[src/rtl/mips_cpu_muldiv_iter.sv]
// Iterative MIPS HI/LO unit: shift-add multiply and restoring divide, one step per cycle,
// followed by a single sign-fixup cycle that writes HI/LO.
module mips_cpu_muldiv_iter #(
  parameter int WIDTH = 32
) (
  input  logic             clk,
  input  logic             reset,
  input  logic             start,
  input  logic [2:0]       op,
  input  logic [WIDTH-1:0] a,
  input  logic [WIDTH-1:0] b,
  output logic             busy,
  output logic             done,
  output logic             dbz,
  output logic [WIDTH-1:0] hi,
  output logic [WIDTH-1:0] lo
);

  // state   | meaning
  // IDLE    | no operation in flight; accepts start
  // RUN     | WIDTH iteration steps (shift-add or restoring divide)
  // FIX     | sign correction and HI/LO write, done/dbz pulse follows
  localparam logic [1:0] ST_IDLE = 2'd0;
  localparam logic [1:0] ST_RUN  = 2'd1;
  localparam logic [1:0] ST_FIX  = 2'd2;

  localparam logic [2:0] OP_MULT  = 3'd1;
  localparam logic [2:0] OP_MULTU = 3'd2;
  localparam logic [2:0] OP_DIV   = 3'd3;
  localparam logic [2:0] OP_DIVU  = 3'd4;
  localparam logic [2:0] OP_MTHI  = 3'd5;
  localparam logic [2:0] OP_MTLO  = 3'd6;

  localparam int CW = $clog2(WIDTH);
  localparam logic [CW-1:0] LAST_STEP = CW'(WIDTH - 1);

  logic [1:0]         state;
  logic [CW-1:0]      count;
  logic               is_div;
  logic               sa;
  logic               sb;
  logic [WIDTH-1:0]   mag_a;
  logic [WIDTH-1:0]   mag_b;
  logic [2*WIDTH-1:0] acc;
  logic [WIDTH:0]     rem;

  logic               op_iter;
  logic               op_signed;
  logic               op_div;
  logic               a_neg;
  logic               b_neg;
  logic [WIDTH-1:0]   abs_a;
  logic [WIDTH-1:0]   abs_b;
  logic [WIDTH:0]     mul_sum;
  logic [WIDTH+1:0]   div_shift;
  logic [WIDTH+1:0]   div_diff;
  logic               div_ge;
  logic [2*WIDTH-1:0] prod_fix;
  logic [WIDTH-1:0]   quo_fix;
  logic [WIDTH-1:0]   rem_fix;

  assign op_iter   = (op == OP_MULT) || (op == OP_MULTU) || (op == OP_DIV) || (op == OP_DIVU);
  assign op_signed = (op == OP_MULT) || (op == OP_DIV);
  assign op_div    = (op == OP_DIV) || (op == OP_DIVU);

  // Magnitudes are unsigned, so the most negative value keeps its bit pattern.
  assign a_neg = op_signed & a[WIDTH-1];
  assign b_neg = op_signed & b[WIDTH-1];
  assign abs_a = a_neg ? -a : a;
  assign abs_b = b_neg ? -b : b;

  assign mul_sum = {1'b0, acc[2*WIDTH-1:WIDTH]} + (mag_b[0] ? {1'b0, mag_a} : '0);

  // Dividend bits stream out of mag_a MSB-first; quotient bits shift into acc[WIDTH-1:0].
  assign div_shift = {rem, mag_a[WIDTH-1]};
  assign div_diff  = div_shift - {2'b00, mag_b};
  assign div_ge    = ~div_diff[WIDTH+1];

  assign prod_fix = (sa ^ sb) ? -acc : acc;
  assign quo_fix  = (sa ^ sb) ? -acc[WIDTH-1:0] : acc[WIDTH-1:0];
  assign rem_fix  = sa ? -rem[WIDTH-1:0] : rem[WIDTH-1:0];

  assign busy = (state != ST_IDLE);

  always_ff @(posedge clk or negedge reset) begin
    if (!reset) begin
      state  <= ST_IDLE;
      count  <= '0;
      is_div <= 1'b0;
      sa     <= 1'b0;
      sb     <= 1'b0;
      mag_a  <= '0;
      mag_b  <= '0;
      acc    <= '0;
      rem    <= '0;
      done   <= 1'b0;
      dbz    <= 1'b0;
      hi     <= '0;
      lo     <= '0;
    end else begin
      done <= 1'b0;
      dbz  <= 1'b0;
      case (state)
        ST_IDLE: begin
          if (start) begin
            if (op_iter) begin
              sa     <= a_neg;
              sb     <= b_neg;
              mag_a  <= abs_a;
              mag_b  <= abs_b;
              is_div <= op_div;
              acc    <= '0;
              rem    <= '0;
              count  <= '0;
              state  <= ST_RUN;
            end else if (op == OP_MTHI) begin
              hi <= a;
            end else if (op == OP_MTLO) begin
              lo <= a;
            end
          end
        end
        ST_RUN: begin
          count <= count + CW'(1);
          if (is_div) begin
            rem             <= div_ge ? div_diff[WIDTH:0] : div_shift[WIDTH:0];
            acc[WIDTH-1:0]  <= {acc[WIDTH-2:0], div_ge};
            mag_a           <= mag_a << 1;
          end else begin
            acc   <= {mul_sum, acc[WIDTH-1:1]};
            mag_b <= mag_b >> 1;
          end
          if (count == LAST_STEP) begin
            state <= ST_FIX;
          end
        end
        ST_FIX: begin
          if (is_div) begin
            // mag_b is untouched by the divide path, so it still holds |divisor|.
            if (mag_b == '0) begin
              dbz <= 1'b1;
            end else begin
              hi <= rem_fix;
              lo <= quo_fix;
            end
          end else begin
            hi <= prod_fix[2*WIDTH-1:WIDTH];
            lo <= prod_fix[WIDTH-1:0];
          end
          done  <= 1'b1;
          state <= ST_IDLE;
        end
        default: state <= ST_IDLE;
      endcase
    end
  end

endmodule

[config.mk]
export PLATFORM = sky130hd
export DESIGN_NAME = mips_cpu_muldiv_iter
export DESIGN_NICKNAME = d
export VERILOG_FILES = /design/src/rtl/mips_cpu_muldiv_iter.sv
export SDC_FILE = /design/constraint.sdc
export NUM_CORES = 1
export LEC_CHECK = 0
export CORE_MARGIN = 1
export CORE_UTILIZATION = 54
export CTS_CLUSTER_SIZE = 8
export DETAILED_ROUTE_END_ITERATION = 10
export HOLD_SLACK_MARGIN = 0.12
export PLACE_DENSITY = 0.86
export RECOVER_POWER = 25
export SLEW_MARGIN = 20
export SYNTH_ARGS = -nofsm -noshare
export SYNTH_HDL_FRONTEND = slang
export SYNTH_SLANG_ARGS = --single-unit
[constraint.sdc]
create_clock -name clk -period 2.88 [get_ports clk]
set_input_delay 0.432 -clock clk [delete_from_list [all_inputs] [get_ports clk]]
set_output_delay 0.432 -clock clk [all_outputs]
set_load 0.01 [all_outputs]
==> summary.txt, run 1 <==
Status
  • Run status: finished with violations
  • Failing checks: capacitance limit, slew limit, setup timing

CTS
  • CTS Root Cell: clkbuf_16
  • Maximum root-to-sink buffer count: 3
  • Cts bufs inserted: 36
  • H-tree depth: 2
  • Worst-path clk slew: 60 ps
  • CTS Sinks: 237
  • CTS tree: done
  • Clk Latency, worst-skew pair: 540 ps

Global routing
  • Vias in the first global route: 19600
  • GRT Total Usage: 40.9%
  • Antenna violations before repair: 3
  • Largest net degree at the start of global routing: 107
  • Global-route wire length before repair: 107000 um
  • GR Overflow Total: 0

Yosys
  • Post-synth EDFFs: 0
  • Yosys top cell by area: dfrtp_1
  • Synth Area in Compound Gates: 24.4%
  • Adder-Cell Fraction of Synth Area: 5.19%
  • Synthesized instance count: 2255
  • Largest cells by area after synthesis: dfrtp_1 33%, o21ai_0 8.3%, nand2_1 5.8%
  • Prevailing post-synth register cell: dfrtp_1
  • Synth Area in Simple Gates: 20.0%
  • Ys async rst share: 100%
  • Main combinational cell family by area after synthesis: compound AO/OA/AOI/OAI gates
  • Mux cell area share after synthesis: 3.32%
  • Register bit total from synthesis: 237
  • Synth Area in XOR/XNOR: 9.31%
  • YS warnings: 0
  • Syn_area_per_cell: 7.93 um2
  • Seq/Total Area, Yosys: 33.2%
  • Syn Nets: 2398
  • Synth cell types: 76
  • Yosys top cell area share: 33.2%
  • Mapped Area: 0.0179 mm2

Die
  • FP Rows: 66
  • Initial Util: 55.0%
  • Die ar.: 0.0338 mm2
  • Core ar.: 0.0325 mm2
  • Boundary Pins: 137
  • Die extent in y: 184 um
  • Chip width: 184 um

Place
  • Area post-placement: 0.0220 mm2
  • Placer Congestion: 1.05
  • Port bufs: 136
  • Placed instance count: 3014
  • HPWL after detailed placement: 49000 um

Cells and area
  • Final Instance Area: 0.0247 mm2
  • Layout cells sized above 1: 24.4%
  • P&R area growth vs syn: 38.4%
  • Commonest non-fill, non-tap cell in the layout: buf_4
  • Register area: 0.00594 mm2
  • # nets final: 2807
  • Post-route insts no fill: 3115
  • Fillers: 2112
  • Footprint of the multi-input gates: 0.0125 mm2
  • Most frequent cells in the layout: 335 x buf_4, 266 x nand2_1, 239 x o21ai_0

Power and ir drop
  • Combinational share of power: 69.7%
  • Pwr Density: 1360 mW/mm2
  • Clock share of power: 11.4%
  • Switching portion of total power: 47.1%
  • Sequential power share: 19.0%
  • Leak: 10.6 nW
  • Switching power: 15.9 mW
  • Pint: 17.8 mW
  • Peak VDD IR: 1240 uV

Worst setup path
  • CP required: 3260 ps
  • Crit Reg-Reg Endpoint: acc[55]$_DFFE_PN0P_
  • Critical Path Fanout Max: 6
  • Worst Setup End Kind: flop
  • Crit Path Class: flop to flop
  • Crit path launch type: flop
  • R2R depth: 14
  • Critical path data arrival time: 3520 ps
  • Internal reg-to-reg setup slack: -260 ps
  • Worst r2r src: mag_b[0]$_DFFE_PN0P_

STA
  • Setup tns final: -5360 ps
  • Final period util: 109%
  • Clock Skews: 27.9 ps
  • Pins Over Slew Limit: 78
  • Fin. Hold Viols: 0
  • Tightest Pin Transition: 2310 ps
  • RSZ-0062 raised after global routing: yes
  • Setup violators final: 50
  • Worst setup margin: -261 ps
  • Fmax: 318 MHz
  • Period minus WS final: 3140 ps
  • Relative slew slack: -53.8%

Routing
  • Antenna-violating nets left: 0
  • WL final: 74000 um
  • Number of iterations in the first detailed-routing pass: 5
  • DR vias: 20800
  • WL/cell: 23.7 um
  • Residual DRC: 0
  • Drt via density: 6.67
  • DR iter-0 viols: 2639

Worst hold path
  • Hold path cells: 2
  • Hold EP: lo[5]$_DFFE_PN0P_
  • Worst hold start: lo[5]$_DFFE_PN0P_
  • HP Class: flop to flop

Flow run
  • MaxCap Viol Count: 1
-- metrics by stage --
step / total power, mW / util (%) / hold slack [ps] / worst slack, ps
after global placement: 23.7 / 67.6 / 460 / -265
after detailed placement: 24.4 / 67.6 / 468 / -280
final: 33.6 / 76.0 / 478 / -261
after CTS: 30.3 / 73.5 / 484 / -161
after global routing: 35.1 / 76.0 / 497 / -399
after floorplan: 17.0 / - / 136 / -19.4
-- repair_timing --
action | 4_1_cts | 5_1_grt
hold buffers | 1 | 0
hold endpoints to repair | 72 | 0
setup endpoints to repair | 56 | 86
cloned | 5 | 0
pin swaps | 75 | 107
gates resized for setup | 154 | 163
buffers inserted | 33 | 20
-- synth_stat cells, types with 5 or more instances --
cell / instances
a21o_1: 19
a31oi_1: 24
buf_2: 5
or2_2: 11
o21ai_0: 296
and3_1: 14
buf_1: 20
nand2_1: 276
xnor2_1: 96
inv_1: 70
o211ai_1: 53
o31ai_1: 25
o21a_1: 12
dfrtp_1: 237
a21boi_0: 6
a221oi_1: 6
and2_1: 46
a22o_1: 5
o21bai_1: 8
a211oi_1: 17
mux2i_1: 53
nor3_1: 44
or4_1: 14
nand2b_1: 13
ha_1: 71
a31o_2: 5
a32oi_1: 5
o41ai_1: 15
nor4_1: 27
a41oi_1: 6
nand4_1: 14
xor2_1: 94
o22ai_1: 7
nor2b_1: 8
a21oi_1: 183
or3_1: 45
nand3_1: 59
nor2_1: 162
clkbuf_1: 116
-- worst max-delay path, cell delays in order (launching register included) --
cell	delay [ps]
dfrtp_2	490
buf_6	180
buf_4	160
and2_1	180
ha_4	290
and4_4	250
nand2_1	60
o211ai_1	340
a31oi_1	170
o21ai_1	230
buf_4	180
buf_6	110
a31oi_4	70
xor2_1	190
o21ai_1	110
-- cell families (layout without fill, tap and decap cells) --
family / count (synthesis) / in the layout
AOI/OAI and AO/OA: 730 / 730
xor gates and xnor gates: 190 / 190
adders and majority gates: 73 / 73
buffers and inverters: 215 / 632
DFF: 237 / 237
muxes: 58 / 58
other: 0 / 1
and+or+nand+nor: 752 / 752
-- how the worst max path moves through the flow --
stage | startpoint | to | depth (start not counted)
detailed placement | a[10] | mag_a[24]$_DFFE_PN0P_ | 9
finish | mag_b[0]$_DFFE_PN0P_ | acc[55]$_DFFE_PN0P_ | 14
global placement | a[10] | mag_a[24]$_DFFE_PN0P_ | 9
CTS | mag_b[0]$_DFFE_PN0P_ | acc[61]$_DFFE_PN0P_ | 14
global route | mag_a[31]$_DFFE_PN0P_ | rem[12]$_DFFE_PN0P_ | 16
floorplan | rem[19]$_DFFE_PN0P_ | rem[6]$_DFFE_PN0P_ | 12
-- power groups by stage --
stage / combinational, mW / sequential [mW] / clock, mW
2_1_floorplan: 10.9 / 6.12 / 0
3_3_place_gp: 17.6 / 6.09 / 0
3_5_place_dp: 18.3 / 6.16 / 0
4_1_cts: 20.3 / 6.19 / 3.79
5_1_grt: 24.7 / 6.45 / 3.95
6_report: 23.4 / 6.38 / 3.83
-- sequential cells by signal, summed over array words and instances (netlist names), 2 cells and up --
| name | count |
|---|---|
| state | 2 |
| hi | 32 |
| mag_a | 32 |
| count | 5 |
| lo | 32 |
| acc | 64 |
| rem | 33 |
| mag_b | 32 |
-- routing by layer --
metal  vias up  part of all wire (%)  global-route usage [%]
li1       8900                     -                       -
met1      9844                    36                    50.0
met2      1576                    44                    64.3
met3       463                    12                    8.12
met4         4                   8.7                    30.0
met5         -                 0.030                       0
-- layout make-up --
class                           instances  area share [%]
Sequential cell                       237            24.0
Multi-Input combinational cell       1803            50.5
Tap cell                              442            2.24
Clock buffer                           43            3.75
Inverter                               71            1.08
Timing Repair Buffer                  515            18.3
Clock inverter                          3           0.137
Antenna cell                            1          0.0101
No activity file was read; power rests on OpenSTA's default activity.
==> run 2: changes to the inputs <==
Settings changed: CTS_CLUSTER_SIZE 8 to default, SKIP_CTS_REPAIR_TIMING from default to 1.
==> summary.txt, run 2 (same netlist as run 1, synthesis figures left out) <==
STA
  • Period minus WS final: 3150 ps (+7.41 ps)
  • Tightest Pin Transition: 2320 ps (+16.1 ps)
  • Fin. Hold Viols: 0 (unchanged)
  • Min Hold Slack: 482 ps (+3.89 ps)
  • Fmax: 318 MHz (-0.24%)
  • Setup violators final: 52 (+4.0%)
  • RSZ-0062 raised after global routing: yes
  • Worst setup margin: -269 ps (-7.41 ps)
  • Clock Skews: 15.8 ps (-12.1 ps)
  • Setup tns final: -7470 ps (-2110 ps)
  • Pins Over Slew Limit: 78 (unchanged)
  • Final period util: 109% (+0.26 points)
  • Relative slew slack: -54.8% (-1.1 points)

Place
  • Worst slack at placement: -280 ps (unchanged)
  • Area post-placement: 0.0220 mm2 (unchanged)
  • Port bufs: 136 (unchanged)
  • Placer Congestion: 1.05 (unchanged)
  • Placed instance count: 3014 (unchanged)
  • HPWL after detailed placement: 49000 um (unchanged)

Worst setup path
  • Critical path data arrival time: 3590 ps (+70 ps)
  • Crit Path Class: flop to flop
  • Crit path launch type: flop
  • CP required: 3320 ps (+60 ps)
  • Critical Path Fanout Max: 8 (+2)
  • Worst Setup End Kind: flop

Global routing
  • Largest net degree at the start of global routing: 107 (unchanged)
  • M1 GR Usage: 49.0% (-0.96 points)
  • GR peak layer: met2
  • Global-route wire length before repair: 102000 um (-5.3%)
  • GR Overflow Total: 0 (unchanged)
  • GRT Total Usage: 38.6% (-2.3 points)
  • GR Util met2: 61.0% (-3.4 points)
  • Vias in the first global route: 18700 (-4.6%)
  • Antenna violations before repair: 3 (unchanged)
  • M3 GR Usage: 6.16% (-2.0 points)

CTS
  • Clk Latency, worst-skew pair: 570 ps (+30 ps)
  • Maximum root-to-sink buffer count: 3 (unchanged)
  • CTS Root Cell: clkbuf_16
  • Worst-path clk slew: 70 ps (about the same)
  • CTS Sinks: 237 (unchanged)
  • CTS tree: done
  • Cts bufs inserted: 27 (-25%)
  • H-tree depth: 1 (-1)

Cells and area
  • Most flops, register: acc
  • Most frequent cells in the layout: 326 x buf_4, 267 x nand2_1, 242 x o21ai_0
  • Largest regs: acc: 64 flops, rem: 33 flops
  • Layout cells sized above 1: 23.2% (-1.2 points)
  • P&R area growth vs syn: 35.8%
  • Max FFs per register: 64 (unchanged)
  • Final Instance Area: 0.0243 mm2 (-1.9%)
  • Post-route insts no fill: 3101 (-0.45%)
  • # nets final: 2782 (-0.89%)
  • Commonest non-fill, non-tap cell in the layout: buf_4
  • Final core utilization: 74.6% (-1.4 points)

Die
  • Chip width: 184 um (unchanged)
  • Core ar.: 0.0325 mm2 (unchanged)
  • Die ar.: 0.0338 mm2 (unchanged)
  • Boundary Pins: 137 (unchanged)
  • FP Rows: 66 (unchanged)
  • Die extent in y: 184 um (unchanged)
  • Initial Util: 55.0% (unchanged)

Routing
  • Antenna-violating nets left: 0 (unchanged)
  • Number of iterations in the first detailed-routing pass: 6 (+1)
  • Residual DRC: 0 (unchanged)
  • WL/cell: 22.8 um (-4.1%)
  • DR iter-0 viols: 2425 (-8.1%)
  • DR vias: 20500 (-1.6%)
  • WL final: 70600 um (-4.5%)
  • Drt via density: 6.59 (-1.2%)

Power and ir drop
  • Peak VDD IR: 1200 uV (-3.8%)
  • Leak: 10.5 nW (-1.4%)
  • Design Power: 32.0 mW (-4.9%)
  • Pwr Density: 1320 mW/mm2 (-3.1%)

Status
  • Run status: finished with violations
  • Failing checks: capacitance limit, slew limit, setup timing

Flow run
  • MaxCap Viol Count: 1 (unchanged)

Worst hold path
  • HP Class: flop to flop
## run 2: cell type report
cell class                      instances  area, um2
Multi-Input combinational cell       1803      12200
Sequential cell                       237       5940
Tap cell                              442        553
Timing Repair Buffer                  499       4390
Clock inverter                         16        180
Inverter                               71        267
Fill cell                            2240       8260
Antenna cell                            1       2.50
Clock buffer                           32        704
## run 2: routing by layer
layer,part of all wire [%],up-vias
li1,-,8862
met1,36,9664
met2,44,1515
met3,11,405
met4,8.3,4
met5,0.033,-
## run 2: final timing paths
| kind | from | endpoint | slack (ps) | cells past startpoint |
|---|---|---|---|---|
| min reg2reg | lo[5]$_DFFE_PN0P_ | lo[5]$_DFFE_PN0P_ | 480 | 2 |
| max | mag_b[0]$_DFFE_PN0P_ | rem[11]$_DFFE_PN0P_ | -270 | 12 |
| max reg2reg | mag_b[0]$_DFFE_PN0P_ | rem[11]$_DFFE_PN0P_ | -270 | 12 |
| min | lo[5]$_DFFE_PN0P_ | lo[5]$_DFFE_PN0P_ | 480 | 2 |
| max in group asynchronous | reset | mag_b[0]$_DFFE_PN0P_ | 170 | 3 |
| min in group asynchronous | reset | lo[2]$_DFFE_PN0P_ | 1090 | 2 |
## run 2: power by group
| part | internal [mW] | switching (mW) |
|---|---|---|
| Clock | 2.02 | 1.55 |
| Sequential | 4.82 | 1.50 |
| Combinational | 10.1 | 12.0 |
| Total | 16.9 | 15.0 |
## run 2: critical path, cell delays in order, from the launching register on
cell       delay [ps]
dfrtp_2           530
ha_4              230
nand2b_4          140
a21oi_2           150
buf_4             150
o2111ai_4         160
a2111oi_4         460
nor3_4            110
mux2i_4           240
nor2_4            270
clkbuf_16         250
mux2i_1           240
o21ai_1           100
